===== config.mk =====
export PLATFORM = sky130hd
export DESIGN_NAME = freelist
export DESIGN_NICKNAME = d
export VERILOG_FILES = /design/src/rtl/freelist.sv
export SDC_FILE = /design/constraint.sdc
export NUM_CORES = 1
export LEC_CHECK = 0
export BUFFER_PORTS_ARGS = -buffer_cell sky130_fd_sc_hd__buf_2
export CAP_MARGIN = 40
export CORE_AREA = 8 8 231 288
export DETAILED_ROUTE_END_ITERATION = 8
export DIE_AREA = 0 0 239 296
export GPL_ROUTABILITY_DRIVEN = 0
export PLACE_DENSITY_LB_ADDON = 0.25
export SYNTH_ARGS = -nofsm -noshare
export SYNTH_HDL_FRONTEND = slang
export SYNTH_SLANG_ARGS = --single-unit

===== constraint.sdc =====
create_clock -name clock -period 5.9 [get_ports clock]
set_clock_uncertainty 0.2 [all_clocks]
set_input_delay 0.59 -clock clock [delete_from_list [all_inputs] [get_ports clock]]
set_output_delay 0.59 -clock clock [all_outputs]
set_load 0.02 [all_outputs]

===== src/rtl/freelist.sv =====
// Circular free list of physical register tags feeding a 2-wide rename stage.
// Two pointers read the list: head (speculative allocation) and commit_head
// (architectural). Tail is the single write pointer for committed releases.
// A redirect rewinds head to the committed position.
module freelist #(
  parameter int PREG_NUM = 64,
  parameter int AREG_NUM = 32,
  parameter int DEPTH    = PREG_NUM - AREG_NUM,
  parameter int TAG_W    = $clog2(PREG_NUM),
  parameter int IDX_W    = $clog2(DEPTH),
  parameter int PTR_W    = IDX_W + 1
) (
  input  logic             clock,
  input  logic             reset,
  input  logic             instr0_alloc_req,
  input  logic             instr1_alloc_req,
  output logic             alloc_ready,
  output logic [TAG_W-1:0] instr0_alloc_preg,
  output logic [TAG_W-1:0] instr1_alloc_preg,
  input  logic             commit0_valid,
  input  logic [TAG_W-1:0] commit0_old_prd,
  input  logic             commit1_valid,
  input  logic [TAG_W-1:0] commit1_old_prd,
  input  logic             redirect_valid,
  output logic [PTR_W-1:0] free_count
);

  logic [TAG_W-1:0] entries_q [DEPTH];
  logic [TAG_W-1:0] entries_d [DEPTH];
  logic [PTR_W-1:0] head_q, head_d;
  logic [PTR_W-1:0] commit_head_q, commit_head_d;
  logic [PTR_W-1:0] tail_q, tail_d;
  logic [PTR_W-1:0] free_count_q, free_count_d;

  logic [1:0]       nreq, nrel;
  logic [PTR_W-1:0] nreq_w, nrel_w, n_alloc;
  logic             fire;
  logic [IDX_W-1:0] rd_idx0, rd_idx1, wr_idx0, wr_idx1;

  assign free_count = free_count_q;

  // Grant decision and tag read at head; a lone request always takes entry[head].
  always_comb begin
    nreq        = {1'b0, instr0_alloc_req} + {1'b0, instr1_alloc_req};
    nreq_w      = {{(PTR_W-2){1'b0}}, nreq};
    alloc_ready = (nreq_w <= free_count_q) & ~redirect_valid;
    fire        = alloc_ready & (nreq != 2'd0);
    n_alloc     = fire ? nreq_w : '0;
    rd_idx0     = head_q[IDX_W-1:0];
    rd_idx1     = rd_idx0 + IDX_W'(1);
    instr0_alloc_preg = '0;
    instr1_alloc_preg = '0;
    if (alloc_ready) begin
      if (instr0_alloc_req && instr1_alloc_req) begin
        instr0_alloc_preg = entries_q[rd_idx0];
        instr1_alloc_preg = entries_q[rd_idx1];
      end else if (instr0_alloc_req) begin
        instr0_alloc_preg = entries_q[rd_idx0];
      end else if (instr1_alloc_req) begin
        instr1_alloc_preg = entries_q[rd_idx0];
      end
    end
  end

  // Release writes at tail, pointer advance, and redirect rewind.
  always_comb begin
    nrel    = {1'b0, commit0_valid} + {1'b0, commit1_valid};
    nrel_w  = {{(PTR_W-2){1'b0}}, nrel};
    wr_idx0 = tail_q[IDX_W-1:0];
    wr_idx1 = wr_idx0 + IDX_W'(commit0_valid);
    entries_d = entries_q;
    if (commit0_valid) entries_d[wr_idx0] = commit0_old_prd;
    if (commit1_valid) entries_d[wr_idx1] = commit1_old_prd;
    tail_d        = tail_q + nrel_w;
    commit_head_d = commit_head_q + nrel_w;
    if (redirect_valid) begin
      // Commits in this cycle still land; everything speculative is dropped.
      head_d       = commit_head_d;
      free_count_d = tail_d - commit_head_d;
    end else begin
      head_d       = head_q + n_alloc;
      free_count_d = free_count_q - n_alloc + nrel_w;
    end
  end

  // State registers; reset restores a full list holding tags AREG_NUM..PREG_NUM-1.
  always_ff @(posedge clock or posedge reset) begin
    if (reset) begin
      for (int i = 0; i < DEPTH; i++) entries_q[i] <= TAG_W'(AREG_NUM + i);
      head_q        <= '0;
      commit_head_q <= '0;
      tail_q        <= {1'b1, {IDX_W{1'b0}}};
      free_count_q  <= PTR_W'(DEPTH);
    end else begin
      entries_q     <= entries_d;
      head_q        <= head_d;
      commit_head_q <= commit_head_d;
      tail_q        <= tail_d;
      free_count_q  <= free_count_d;
    end
  end

  // Releases may never overfill the list.
  a_no_overflow: assert property (@(posedge clock) disable iff (reset)
    (nrel != 2'd0) |-> ({1'b0, free_count_q} + {1'b0, nrel_w} - {1'b0, n_alloc}
                        <= (PTR_W+1)'(DEPTH)));

  // Every released tag belongs to an earlier, still-uncommitted allocation.
  a_commit_matched: assert property (@(posedge clock) disable iff (reset)
    nrel_w <= (head_q - commit_head_q));

endmodule


# ---- Word level (Yosys, flattened, before mapping)
# Cells that the tools add are included.
dict set report op_classes {
  order_cmp 7
  mux 24
  bitwise_logic 7
  addsub 10
  reduce_logical 4
}
# cell count
set op_table {}
lappend op_table {{$bwmux 192} 2}
lappend op_table {{$mux 192} 2}
lappend op_table {{$mux 6} 15}
lappend op_table {{$bmux 6 s5} 2}
lappend op_table {{$demux 6 s5} 2}
lappend op_table {{$add 6x2->6} 4}
lappend op_table {{$ge 6x6->1 const B} 4}
lappend op_table {{$not 5->6} 4}
lappend op_table {{$lt 6x1->1 const B} 2}
lappend op_table {{$le 2x6->1} 1}
lappend op_table {{$sub 6x2->6} 1}
lappend op_table {{$sub 6x6->6} 1}
lappend op_table {{$add 5x1->5} 1}
lappend op_table {{$add 5x1->5 const B} 1}
lappend op_table {{$add 1x1->2} 2}
lappend op_table {{$logic_and 1x1->1} 3}
lappend op_table {{$and 1x1->1} 2}
lappend op_table {{$mux 2} 1}
lappend op_table {{$reduce_bool 2->1} 1}
lappend op_table {{$not 1->1} 1}
dict set report word_totals {
  word_cells 88
  output_inout_bits 19
  regBits 216
}

# ---- Depth between registers and ports, before layout
# Gate-level depths: netlist (run 1).
dict set report logic_depth {
  ltp_word 9
  mapped_depth 17
}

# ---- Least setup slack after synthesis (run 1)
# OpenSTA, ideal clock, no wires.
dict set report synth_path {
  kind {input -> register}
  from {input instr0_alloc_req}
  to {register free_count_q[5], in the netlist free_count[5]}
  n_path_buf 0
  t_arrival_ns 3.617
  path_slack_ns 1.989
  required_time_ns 5.607
  path_stages 16
  cell_sequence {ha_1 xor2_1 or3_1 o31ai_1 a31oi_1 nor2b_1 and2_1 fa_1 inv_1 ha_1 a21o_1 a21oi_1 o21bai_1 a21oi_1 xnor2_1 mux2i_1}
}
dict set report synth_between {
  elab_chain_len 8
  word_cells_on_any_way 9
}
# element line
set synth_lines {}
lappend synth_lines {{from (decl)} 15} ;# input logic instr0_alloc_req,
lappend synth_lines {{$add 1x1->2} 44} ;# nreq = {1'b0, instr0_alloc_req} + {1'b0, instr1_alloc_req};
lappend synth_lines {{$le 2x6->1} 46} ;# alloc_ready = (nreq_w <= free_count_q) & ~redirect_valid;
lappend synth_lines {{$and 1x1->1} 46}
lappend synth_lines {{via alloc_ready} 17} ;# output logic alloc_ready,
lappend synth_lines {{$and 1x1->1} 47} ;# fire = alloc_ready & (nreq != 2'd0);
lappend synth_lines {{$mux 2} 48} ;# n_alloc = fire ? nreq_w : '0;
lappend synth_lines {{$sub 6x2->6} 82} ;# free_count_d = free_count_q - n_alloc + nrel_w;
lappend synth_lines {{$add 6x2->6} 82}
lappend synth_lines {{$mux 6} 76} ;# if (redirect_valid) begin
lappend synth_lines {{via free_count_d[5]} 33} ;# logic [PTR_W-1:0] free_count_q, free_count_d;
lappend synth_lines {{to (signal assigned)} 93} ;# free_count_q <= PTR_W'(DEPTH);
lappend synth_lines {{to (signal assigned)} 99} ;# free_count_q <= free_count_d;
lappend synth_lines {{to (decl)} 33}
# The timed path passes the listed nets, and every way through them passes these cells.

# ---- Worst setup path in the final report (run 1)
dict set report layout_path {
  from {register head_q[0]}
  to {output instr1_alloc_preg[1]}
}
dict set report layout_between {
  elab_chain_len 8
  word_cells_on_any_way 13
}
# element line
set layout_lines {}
lappend layout_lines {{from (decl)} 30} ;# logic [PTR_W-1:0] head_q, head_d;
lappend layout_lines {{from (signal assigned)} 90} ;# head_q <= '0;
lappend layout_lines {{from (signal assigned)} 96} ;# head_q <= head_d;
lappend layout_lines {{parallel branches: the longest is 6 deep, another holds $add 5x1->5} -}
lappend layout_lines {{$mux 6 (*)} 54} ;# if (instr0_alloc_req && instr1_alloc_req) begin
lappend layout_lines {{$mux 6 (*)} 53} ;# if (alloc_ready) begin
lappend layout_lines {{to (decl)} 19} ;# output logic [TAG_W-1:0] instr1_alloc_preg,
# Mark *: on every way between the ends. The select of a mux whose other input is x is not followed.

==> results.py, run 1 <==
metrics = {
    "die": {
        "core_area_mm2": 0.0618,
        "floorplan.initialDensity": 0.238,
        "fp-row-count": 102,
        "die_h_um": 296,
        "pin_count": 38,
        "dieWidth_um": 239,
        "die-area_mm2": 0.0707,
    },
    "route": {
        "detail_route.vias_per_cell": 4.87,
        "first_iter_violations": 816,
        "wire_per_inst_um": 22.8,
        "drt-pass1-iter-count": 5,
        "vias": 10600,
        "final_antenna_net_count": 0,
        "drc_errors": 0,
        "totalWireLength_mm": 49.7,
    },
    "global_routing": {
        "grt_usage": 0.139,
        "grt_pass1_vias": 10600,
        "overflow": 0,
        "grt_max_degree": 141,
        "antenna_found_initial": 1,
        "grt_pass1_wl_mm": 73.6,
    },
    "sta": {
        "max_freq_mhz": 226,
        "setup_viol": 0,
        "period_needed_ns": 4.43,
        "fin_crit_sh": 0.751,
        "report.final.hold_viol_count": 0,
        "tns_ns": 0,
        "max_slew.worst_pin.slew_ns": 0.889,
        "relSlewSlack": 0.408,
        "rsz0062_at_grt": "no",
        "slew_violations": 0,
    },
    "yosys": {
        "synth_ff_type": "dfstp_2",
        "synth_top_cell_area_share": 0.204,
        "synth_edf_count": 0,
        "syn_area_mm2": 0.0147,
        "syn_nets": 1405,
        "ys_top_cells_by_count": "159 x mux2i_1, 154 x nand2_1, 121 x nor2_1, 114 x dfstp_2, 109 x a21oi_1",
        "synth.most_common_cell": "mux2i_1",
        "ys_top_cells_by_area": "dfstp_2 20%, dfrtp_1 17%, mux4_2 15%",
        "async_flop_share": 1.00,
        "synth_seq_cells": 215,
        "syn_avg_cell_area_um2": 10.8,
        "synth_top_area_cell": "dfstp_2",
        "ys_warn_count": 0,
        "synth_cells": 1355,
        "synth_seq_area_share": 0.376,
        "synth_cell_type_count": 61,
    },
    "clock_network": {
        "cts_tree": "yes",
        "clk_pin_slew_worst_paths_ns": 0.06,
        "cts_sinks": 215,
        "htreeDepth": 1,
        "clkLatencyLatePin_ns": 0.55,
        "cts_inserted_buffers": 26,
        "clockBufferDepth": 3,
        "clockRootBuffer": "clkbuf_16",
    },
    "layout": {
        "fin_cells": 2184,
        "num_antenna_cells": 0,
        "postLayoutCellArea_mm2": 0.0164,
        "drive_above_1_share": 0.324,
        "area.growth.synth_to_final_pct": 11.8,
        "layout.nets": 1382,
    },
    "hold_path": {
        "min-delay-start": "redirect_valid",
        "holdCritPathClass": "in2reg",
    },
    "place": {
        "hpwl_mm": 34.2,
        "port_buffers": 37,
        "place_area_mm2": 0.0155,
        "placed_cells": 2135,
    },
    "pwr": {
        "p_leak_nw": 6.39,
        "ir_drop_uv": 229,
        "p_per_area_mw_per_mm2": 652,
    },
    "worst_setup_path": {
        "crit_chain": "ha_4, mux4_2, and2_0, a211oi_1, a31oi_1, a32o_1, buf_2",
        "crit_type": "reg2out",
        "end_kind": "output pin",
        "crit_path_top_delay_cell": "ha_4",
        "required_ns": 5.11,
        "path_max_fanout": 26,
        "crit_arrival_ns": 3.64,
        "cp_slowest_stage_delay_ns": 0.65,
        "crit_start": "head_q[0]$_DFF_PP0_",
        "r2r_start": "free_count[1]$_DFF_PP0_",
        "startpoint_type": "register",
    },
    "run": {
        "cap_violations": 0,
    },
    "run_status": {
        "status": "complete, no violations",
    },
}
[cells in the final DEF, fill, tap and decap left out, types with 3 or more instances in the layout]
| cell type | n |
|---|---|
| a211oi_1 | 12 |
| a21o_1 | 4 |
| a21oi_1 | 109 |
| a221oi_1 | 6 |
| a31oi_1 | 13 |
| a32o_1 | 7 |
| and2_0 | 7 |
| and2_1 | 8 |
| and3_1 | 3 |
| buf_12 | 3 |
| buf_2 | 40 |
| buf_4 | 12 |
| bufinv_16 | 3 |
| clkbuf_1 | 8 |
| clkbuf_16 | 27 |
| clkbuf_8 | 3 |
| clkinv_2 | 6 |
| dfrtp_1 | 99 |
| dfstp_2 | 114 |
| fa_1 | 6 |
| ha_1 | 24 |
| inv_1 | 27 |
| mux2_2 | 97 |
| mux2i_1 | 159 |
| mux4_2 | 96 |
| nand2_1 | 154 |
| nand2b_1 | 3 |
| nand3_1 | 16 |
| nand3b_1 | 3 |
| nor2_1 | 121 |
| nor2_2 | 9 |
| nor2_4 | 7 |
| nor2b_1 | 11 |
| nor3_1 | 8 |
| o21ai_0 | 49 |
| o21ai_1 | 5 |
| o22ai_1 | 8 |
| or2_2 | 3 |
| xnor2_1 | 13 |
| xor2_1 | 10 |
[sequential cells by signal, indices dropped and copies added (netlist names)]
signal         count
commit_head_q      6
free_count         6
entries_q        192
tail_q             6
head_q             5
[path summary, 6_finish.rpt]
kind	end	slack (ns)	cells after the start
min in group asynchronous	entries_q[172]$_DFF_PP0_	0.47	3
setup / recovery	instr1_alloc_preg[1]	1.47	7
setup reg to reg	free_count[5]$_DFF_PP1_	2.38	15
hold reg to reg	commit_head_q[5]$_DFF_PP0_	0.29	1
hold / removal	free_count[5]$_DFF_PP1_	0.24	2
max in group asynchronous	entries_q[112]$_DFF_PP0_	3.79	4
[where the power goes]
group	switching, mW	internal (mW)
clock	0.674	1.01
sequential	0.656	2.49
combinational	3.14	2.74
[timing repair]
item	in CTS	in global routing
endpoints found under the hold margin	11	0
gates resized for setup	0	0
hold buffers	1	0
buffers inserted	0	0
[layout make-up]
class	instances	area (um^2)
inverter	30	116
clock buffer	38	747
timing repair buffer	57	372
sequential	215	5530
clock inverter	10	128
tap	832	1040
multi-input combinational	1002	8490
fill	6551	45300
[per-stage QoR]
stage,total power [mW],util,setup slack (ns),hold WS [ns]
floorplan,7.29,-,1.99,0.261
global route,11.4,0.266,1.38,0.265
CTS,10.8,0.266,1.42,0.227
global placement,8.99,0.251,1.88,0.278
finish,10.7,0.266,1.47,0.244
detailed placement,9.05,0.252,1.81,0.281
[cells by family after synthesis]
logic type,synth area share
buffers and inverters,0.0480
adder cells (fa/ha/maj),0.0295
AO/OA/AOI/OAI,0.0905
AND/OR/NAND/NOR,0.110
multiplexers,0.331
XOR/XNOR,0.0149
flip-flops,0.376
[per-layer routing]
| metal | GRT usage | part of all wire | vias up |
|---|---|---|---|
| met5 | 0 | 0.00026 | - |
| met4 | 0.0547 | 0.039 | 2 |
| met3 | 0.0179 | 0.049 | 82 |
| met2 | 0.227 | 0.47 | 296 |
| met1 | 0.184 | 0.44 | 5391 |
| li1 | - | - | 4867 |
[critical path, delay by kind of cell (launching register included)]
kind                       cells  cell delay (ns)
and+or+nand+nor                1             0.21
DFF                            1             0.50
muxes                          1             0.57
adders and majority gates      1             0.65
buffers and inverters          1             0.19
AOI/OAI and AO/OA              3             0.94
No activity file was read; power rests on OpenSTA's default activity.
==> inputs of run 2 (changes only) <==
--- a/config.mk
+++ b/config.mk
@@ -5,11 +5,12 @@
 export SDC_FILE = /design/constraint.sdc
 export NUM_CORES = 1
 export LEC_CHECK = 0
+export ABC_AREA = 1
 export BUFFER_PORTS_ARGS = -buffer_cell sky130_fd_sc_hd__buf_2
 export CAP_MARGIN = 40
-export CORE_AREA = 8 8 231 288
+export CORE_AREA = 8 8 233 291
 export DETAILED_ROUTE_END_ITERATION = 8
-export DIE_AREA = 0 0 239 296
+export DIE_AREA = 0 0 241 299
 export GPL_ROUTABILITY_DRIVEN = 0
 export PLACE_DENSITY_LB_ADDON = 0.25
 export SYNTH_ARGS = -nofsm -noshare
==> constraint.sdc (replaced) <==
create_clock -name clock -period 4.5 [get_ports clock]
set_clock_uncertainty 0.2 [all_clocks]
set_input_delay 0.45 -clock clock [delete_from_list [all_inputs] [get_ports clock]]
set_output_delay 0.45 -clock clock [all_outputs]
set_load 0.02 [all_outputs]
==> run 2 against run 1 <==
Net effect: via count is 43% higher; synthesized cell count rose by 71%; design area rose by 2.0%; power up 31%; non-clock buffer count grew 25; combinational power increased by 36%; area after synthesis grew 1.8%; final cell count increased by 42%; routed wire length grew 19%; sequential cell count did not move.
==> results.py, run 2 <==
metrics = {
    "worst_setup_path": {
        "required_ns": 3.85,
        "path_max_fanout": 26,
        "startpoint_type": "register",
        "crit_arrival_ns": 3.41,
        "crit_type": "reg2out",
        "end_kind": "output pin",
    },
    "route": {
        "detail_route.vias_per_cell": 4.92,
        "first_iter_violations": 1684,
        "final_antenna_net_count": 0,
        "vias": 15300,
        "wire_per_inst_um": 19.1,
        "totalWireLength_mm": 59.2,
        "drt-pass1-iter-count": 5,
        "drc_errors": 0,
    },
    "sta": {
        "setup_viol": 0,
        "fin_ws_ns": 0.445,
        "max_freq_mhz": 247,
        "fin_crit_sh": 0.901,
        "relSlewSlack": 0.426,
        "tns_ns": 0,
        "report.final.hold_viol_count": 0,
        "rsz0062_at_grt": "no",
        "period_needed_ns": 4.06,
        "max_slew.worst_pin.slew_ns": 0.860,
        "slew_violations": 0,
    },
    "die": {
        "die_h_um": 299,
        "dieWidth_um": 241,
        "pin_count": 38,
        "die-area_mm2": 0.0721,
        "core_area_mm2": 0.0629,
        "fp-row-count": 103,
        "floorplan.initialDensity": 0.238,
    },
    "layout": {
        "num_antenna_cells": 0,
        "drive_above_1_share": 0.117,
        "postLayoutCellArea_mm2": 0.0168,
        "final_common_cell": "nand2_1",
        "area.growth.synth_to_final_pct": 12.0,
        "fillers": 6987,
        "layout.nets": 2292,
        "largest_reg_flops": 192,
        "largest_register": "entries_q",
        "final_cell_mix": "965 x nand2_1, 331 x nand3_1, 281 x o21ai_0, 114 x dfstp_2, 113 x o21ai_1",
    },
    "yosys": {
        "ys_top_cells_by_area": "nand2_1 24%, dfstp_2 20%, dfrtp_1 17%",
        "syn_avg_cell_area_um2": 6.47,
        "synth_edf_count": 0,
        "ys_top_cells_by_count": "965 x nand2_1, 331 x nand3_1, 281 x o21ai_0, 116 x clkbuf_1, 114 x dfstp_2",
        "synth_cells": 2312,
        "synth_ff_type": "dfstp_2",
        "synth_top_area_cell": "nand2_1",
        "ys_warn_count": 0,
        "synth_seq_cells": 215,
        "synth_seq_area_share": 0.369,
        "syn_area_mm2": 0.0150,
        "synth.most_common_cell": "nand2_1",
        "syn_nets": 2362,
        "synth_top_cell_area_share": 0.242,
        "async_flop_share": 1.00,
        "synth_cell_type_count": 32,
    },
    "place": {
        "port_buffers": 37,
        "place_area_mm2": 0.0159,
        "post-place-ws_ns": 0.886,
        "hpwl_mm": 40.0,
    },
    "global_routing": {
        "grt_pass1_vias": 14600,
        "antenna_found_initial": 0,
        "grt_usage": 0.161,
        "grt_max_degree": 92,
        "grt_use_met2": 0.265,
        "busiest_layer": "met2",
        "overflow": 0,
        "use_met3": 0.0244,
        "grtUsageMet1": 0.204,
        "grt_pass1_wl_mm": 89.6,
    },
    "clock_network": {
        "htreeDepth": 1,
        "post_cts_resized": 0,
        "clk_pin_slew_worst_paths_ns": 0.06,
        "cts_tree": "yes",
        "clockBufferDepth": 3,
        "clockRootBuffer": "clkbuf_16",
        "cts_setup_buffers": 0,
        "cts_sinks": 215,
        "clkLatencyLatePin_ns": 0.55,
        "cts_inserted_buffers": 27,
    },
    "pwr": {
        "p_leak_nw": 7.28,
        "ir_drop_uv": 451,
        "power_mw": 14.0,
        "p_per_area_mw_per_mm2": 838,
    },
    "run_status": {
        "status": "complete, no violations",
    },
    "hold_path": {
        "holdCritPathClass": "in2reg",
    },
    "run": {
        "cap_violations": 0,
    },
}
## run 2: per-stage QoR
step | utilization | hold WS (ns) | cells
after global routing | 0.266 | 0.0425 | 3102
after detailed placement | 0.253 | 0.311 | 3052
final | 0.266 | 0.0313 | 3102
after global placement | 0.251 | 0.315 | 3046
after floorplan | - | 0.280 | 2312
after CTS | 0.266 | 0.0128 | 3102
## run 2: critical path: stages, from the launching register on
cell and delay [ns]:
dfrtp_2 0.59, buf_4 0.41, nand4_1 0.14, nand2_1 0.45, inv_1 0.33, nand3_1 0.17
nand3_1 0.16, nand3_1 0.18, nand2_1 0.07, nor2_1 0.15, buf_2 0.19
## run 2: worst paths after layout
kind / depth (start not counted) / from / to / slack (ns)
setup / recovery: 10 / head_q[1]$_DFF_PP0_ / instr1_alloc_preg[4] / 0.44
hold / removal: 3 / redirect_valid / free_count[5]$_DFF_PP1_ / 0.03
setup reg to reg: 20 / free_count[5]$_DFF_PP1_ / free_count[5]$_DFF_PP1_ / 1.32
hold reg to reg: 2 / commit_head_q[5]$_DFF_PP0_ / commit_head_q[5]$_DFF_PP0_ / 0.33
max in group asynchronous: 4 / reset / entries_q[42]$_DFF_PP0_ / 3.19
min in group asynchronous: 4 / reset / entries_q[166]$_DFF_PP0_ / 0.41
## run 2: area by class of cell
cell class	instances	area (um^2)	area share
inverters	81	310	0.0185
multi-input cells	1835	8400	0.501
flip-flops and latches	215	5530	0.330
clock buffers	44	800	0.0477
clock inverters	5	28.8	0.00172
repair buffers	82	641	0.0382
well taps	840	1050	0.0627
## run 2: cell families after synthesis
| logic type | Yosys count | share of synthesized area |
|---|---|---|
| flops | 215 | 0.369 |
| simple gates | 1369 | 0.380 |
| compound gates | 424 | 0.142 |
| fa+ha+maj | 31 | 0.0289 |
| xor+xnor | 11 | 0.0102 |
| buf+inv | 262 | 0.0698 |
## run 2: layer usage
layer | wire length (um) | part of all wire
met4 | 3140 | 0.053
met5 | 0 | 0
met1 | 24800 | 0.42
met3 | 3550 | 0.060
met2 | 27700 | 0.47
## run 2: timing repair
| action | 4_1_cts | 5_1_grt |
|---|---|---|
| hold buffers | 1 | 0 |
| endpoints found under the hold margin | 101 | 0 |
| setup endpoints to repair | 0 | 0 |
## run 2: report_power, final
| group | total, mW | internal (mW) | switching, mW |
|---|---|---|---|
| logic | 8.00 | 2.57 | 5.43 |
| registers | 3.94 | 3.12 | 0.817 |
| clock network | 2.11 | 1.20 | 0.905 |
==> inputs of run 3 (changes only) <==
==> config.mk (replaced) <==
export PLATFORM = sky130hd
export DESIGN_NAME = freelist
export DESIGN_NICKNAME = d
export VERILOG_FILES = /design/src/rtl/freelist.sv
export SDC_FILE = /design/constraint.sdc
export NUM_CORES = 1
export LEC_CHECK = 0
export BUFFER_PORTS_ARGS = -buffer_cell sky130_fd_sc_hd__buf_2
export CORE_AREA = 8 8 231 288
export DETAILED_ROUTE_END_ITERATION = 8
export DIE_AREA = 0 0 239 296
export GPL_ROUTABILITY_DRIVEN = 0
export PLACE_DENSITY_LB_ADDON = 0.25
export SKIP_LAST_GASP = 1
export SYNTH_ARGS = -nofsm -noshare
export SYNTH_HDL_FRONTEND = slang
export SYNTH_SLANG_ARGS = --single-unit
==> run 3 against run 2 <==
Net effect: critical path depth decreased by 1; worst hold slack improved by 0.060 ns; sequential share of layout area increased by 0.45 points; design area decreased by 1.3%; die area decreased by 1.8%; power increased by 1.3%; utilization increased by 0.12 points; largest power group unchanged; routed wire length decreased by 16%; sequential cell count unchanged; clock-buffer cell count decreased by 12.
==> results.py, run 3 (synthesis gave the netlist of run 1 again) <==
metrics = {
    "global_routing": {
        "grt_pass1_wl_mm": 74.5,
        "grt_usage": 0.139,
        "grt_pass1_vias": 10900,
        "antenna_found_initial": 2,
        "overflow": 0,
        "grt_max_degree": 100,
    },
    "route": {
        "first_iter_violations": 824,
        "drc_errors": 0,
        "vias": 10800,
        "detail_route.vias_per_cell": 4.90,
        "wire_per_inst_um": 22.6,
        "totalWireLength_mm": 49.7,
        "final_antenna_net_count": 0,
        "drt-pass1-iter-count": 5,
    },
    "pwr": {
        "p_per_area_mw_per_mm2": 861,
        "p_leak_nw": 6.45,
        "power_mw": 14.2,
        "ir_drop_uv": 674,
    },
    "worst_setup_path": {
        "reg2reg_depth": 15,
        "path_max_fanout": 52,
        "startpoint_type": "register",
        "end_kind": "output pin",
        "required_ns": 3.85,
        "crit_type": "reg2out",
        "r2r_end": "free_count[5]$_DFF_PP1_",
        "crit_arrival_ns": 3.76,
        "regToRegSetupSlack_ns": 0.98,
        "r2r_start": "free_count[1]$_DFF_PP0_",
    },
    "clock_network": {
        "htreeDepth": 1,
        "cts_tree": "yes",
        "cts_inserted_buffers": 27,
        "clockBufferDepth": 3,
        "cts_setup_buffers": 0,
        "clk_pin_slew_worst_paths_ns": 0.06,
        "cts_sinks": 215,
        "clockRootBuffer": "clkbuf_16",
        "clkLatencyLatePin_ns": 0.56,
    },
    "sta": {
        "relSlewSlack": 0.384,
        "max_freq_mhz": 227,
        "rsz0062_at_grt": "no",
        "period_needed_ns": 4.41,
        "slew_violations": 0,
        "report.final.hold_viol_count": 0,
        "tns_ns": 0,
        "max_slew.worst_pin.slew_ns": 0.920,
        "fin_crit_sh": 0.980,
        "setup_viol": 0,
    },
    "place": {
        "port_buffers": 37,
        "hpwl_mm": 34.0,
        "placed_cells": 2146,
        "place_area_mm2": 0.0156,
    },
    "layout": {
        "final_cell_mix": "159 x mux2i_1, 154 x nand2_1, 121 x nor2_1, 114 x dfstp_2, 109 x a21oi_1",
        "layout.nets": 1394,
        "drive_above_1_share": 0.335,
        "final_common_cell": "mux2i_1",
        "postLayoutCellArea_mm2": 0.0165,
        "fin_cells": 2197,
        "fillers": 6494,
        "largest_register": "entries_q",
        "num_antenna_cells": 0,
        "largest_reg_flops": 192,
        "area.growth.synth_to_final_pct": 12.5,
    },
    "die": {
        "floorplan.initialDensity": 0.238,
        "die-area_mm2": 0.0707,
        "pin_count": 38,
        "core_area_mm2": 0.0618,
        "die_h_um": 296,
        "dieWidth_um": 239,
        "fp-row-count": 102,
    },
    "hold_path": {
        "holdCritPathClass": "in2reg",
        "min_to": "free_count[5]$_DFF_PP1_",
        "min-delay-start": "redirect_valid",
        "hold_depth": 2,
    },
    "run": {
        "cap_violations": 0,
    },
    "run_status": {
        "status": "complete, no violations",
    },
}
-- run 3: changes by cell type in the layout (fill, tap and decap cells not counted), moves of 12 or more --
| cell | change |
|---|---|
| a21oi_1 | +81 |
| nand2_1 | -811 |
| nand3_1 | -315 |
| o21ai_1 | -108 |
| nor2_1 | +86 |
| a211oi_1 | +12 |
| mux2i_1 | +159 |
| inv_1 | -43 |
| mux4_2 | +96 |
| a31oi_1 | +13 |
| o21ai_0 | -232 |
| mux2_2 | +97 |
-- run 3: report_power, final --
part / total, mW / internal (mW) / leakage, nW / switching (mW)
Combinational: 7.85 / 3.67 / 3.60 / 4.18
Clock: 2.25 / 1.33 / 0.447 / 0.926
Sequential: 4.13 / 3.27 / 2.41 / 0.862
-- run 3: worst max path at each step --
stage / to / from / cells after the start / slack (ns)
finish: instr0_alloc_preg[1] / head_q[1]$_DFF_PP0_ / 9 / 0.09
global route: instr0_alloc_preg[1] / head_q[1]$_DFF_PP0_ / 9 / 0.08
CTS: instr0_alloc_preg[4] / head_q[1]$_DFF_PP0_ / 9 / 0.11
detailed placement: free_count[5]$_DFF_PP1_ / instr0_alloc_req / 17 / 0.55
global placement: free_count[5]$_DFF_PP1_ / instr0_alloc_req / 18 / 0.62
floorplan: free_count[5]$_DFF_PP1_ / instr0_alloc_req / 16 / 0.73
-- run 3: critical path: stages (launching register included) --
cell	delay (ns)
dfrtp_2	0.38
buf_4	0.69
mux4_2	0.39
nand2_1	0.07
nand2_1	0.21
o22ai_1	0.11
a221oi_1	0.72
buf_4	0.24
nor2b_1	0.13
buf_2	0.18
-- run 3: what timing repair did --
item / 4_1_cts / 5_1_grt
resized for setup: 0 / 1
endpoints found under the hold margin: 13 / 0
hold buffers: 1 / 0
endpoints found under the setup margin: 0 / 2
-- run 3: area by class of cell --
type,count,area (um^2),share of cell area
multi-input combinational,1002,8500,0.514
sequential,215,5530,0.334
tap,832,1040,0.0630
clock buffer,32,726,0.0439
timing repair buffer,68,445,0.0269
clock inverter,18,180,0.0109
inverter,30,116,0.00704
-- run 3: through the flow --
step	hold slack (ns)	worst slack (ns)	utilization
floorplan	0.261	0.729	-
global placement	0.278	0.615	0.253
detailed placement	0.281	0.553	0.253
CTS	0.0676	0.109	0.268
global route	0.108	0.0825	0.268
finish	0.0913	0.0900	0.268
-- run 3: layer usage --
metal / vias up / GRT usage / wire length, um
li1: 4879 / - / -
met1: 5458 / 0.176 / 21000
met2: 341 / 0.231 / 23900
met3: 91 / 0.0267 / 2830
met4: 4 / 0.0556 / 1940
met5: - / 0 / 27
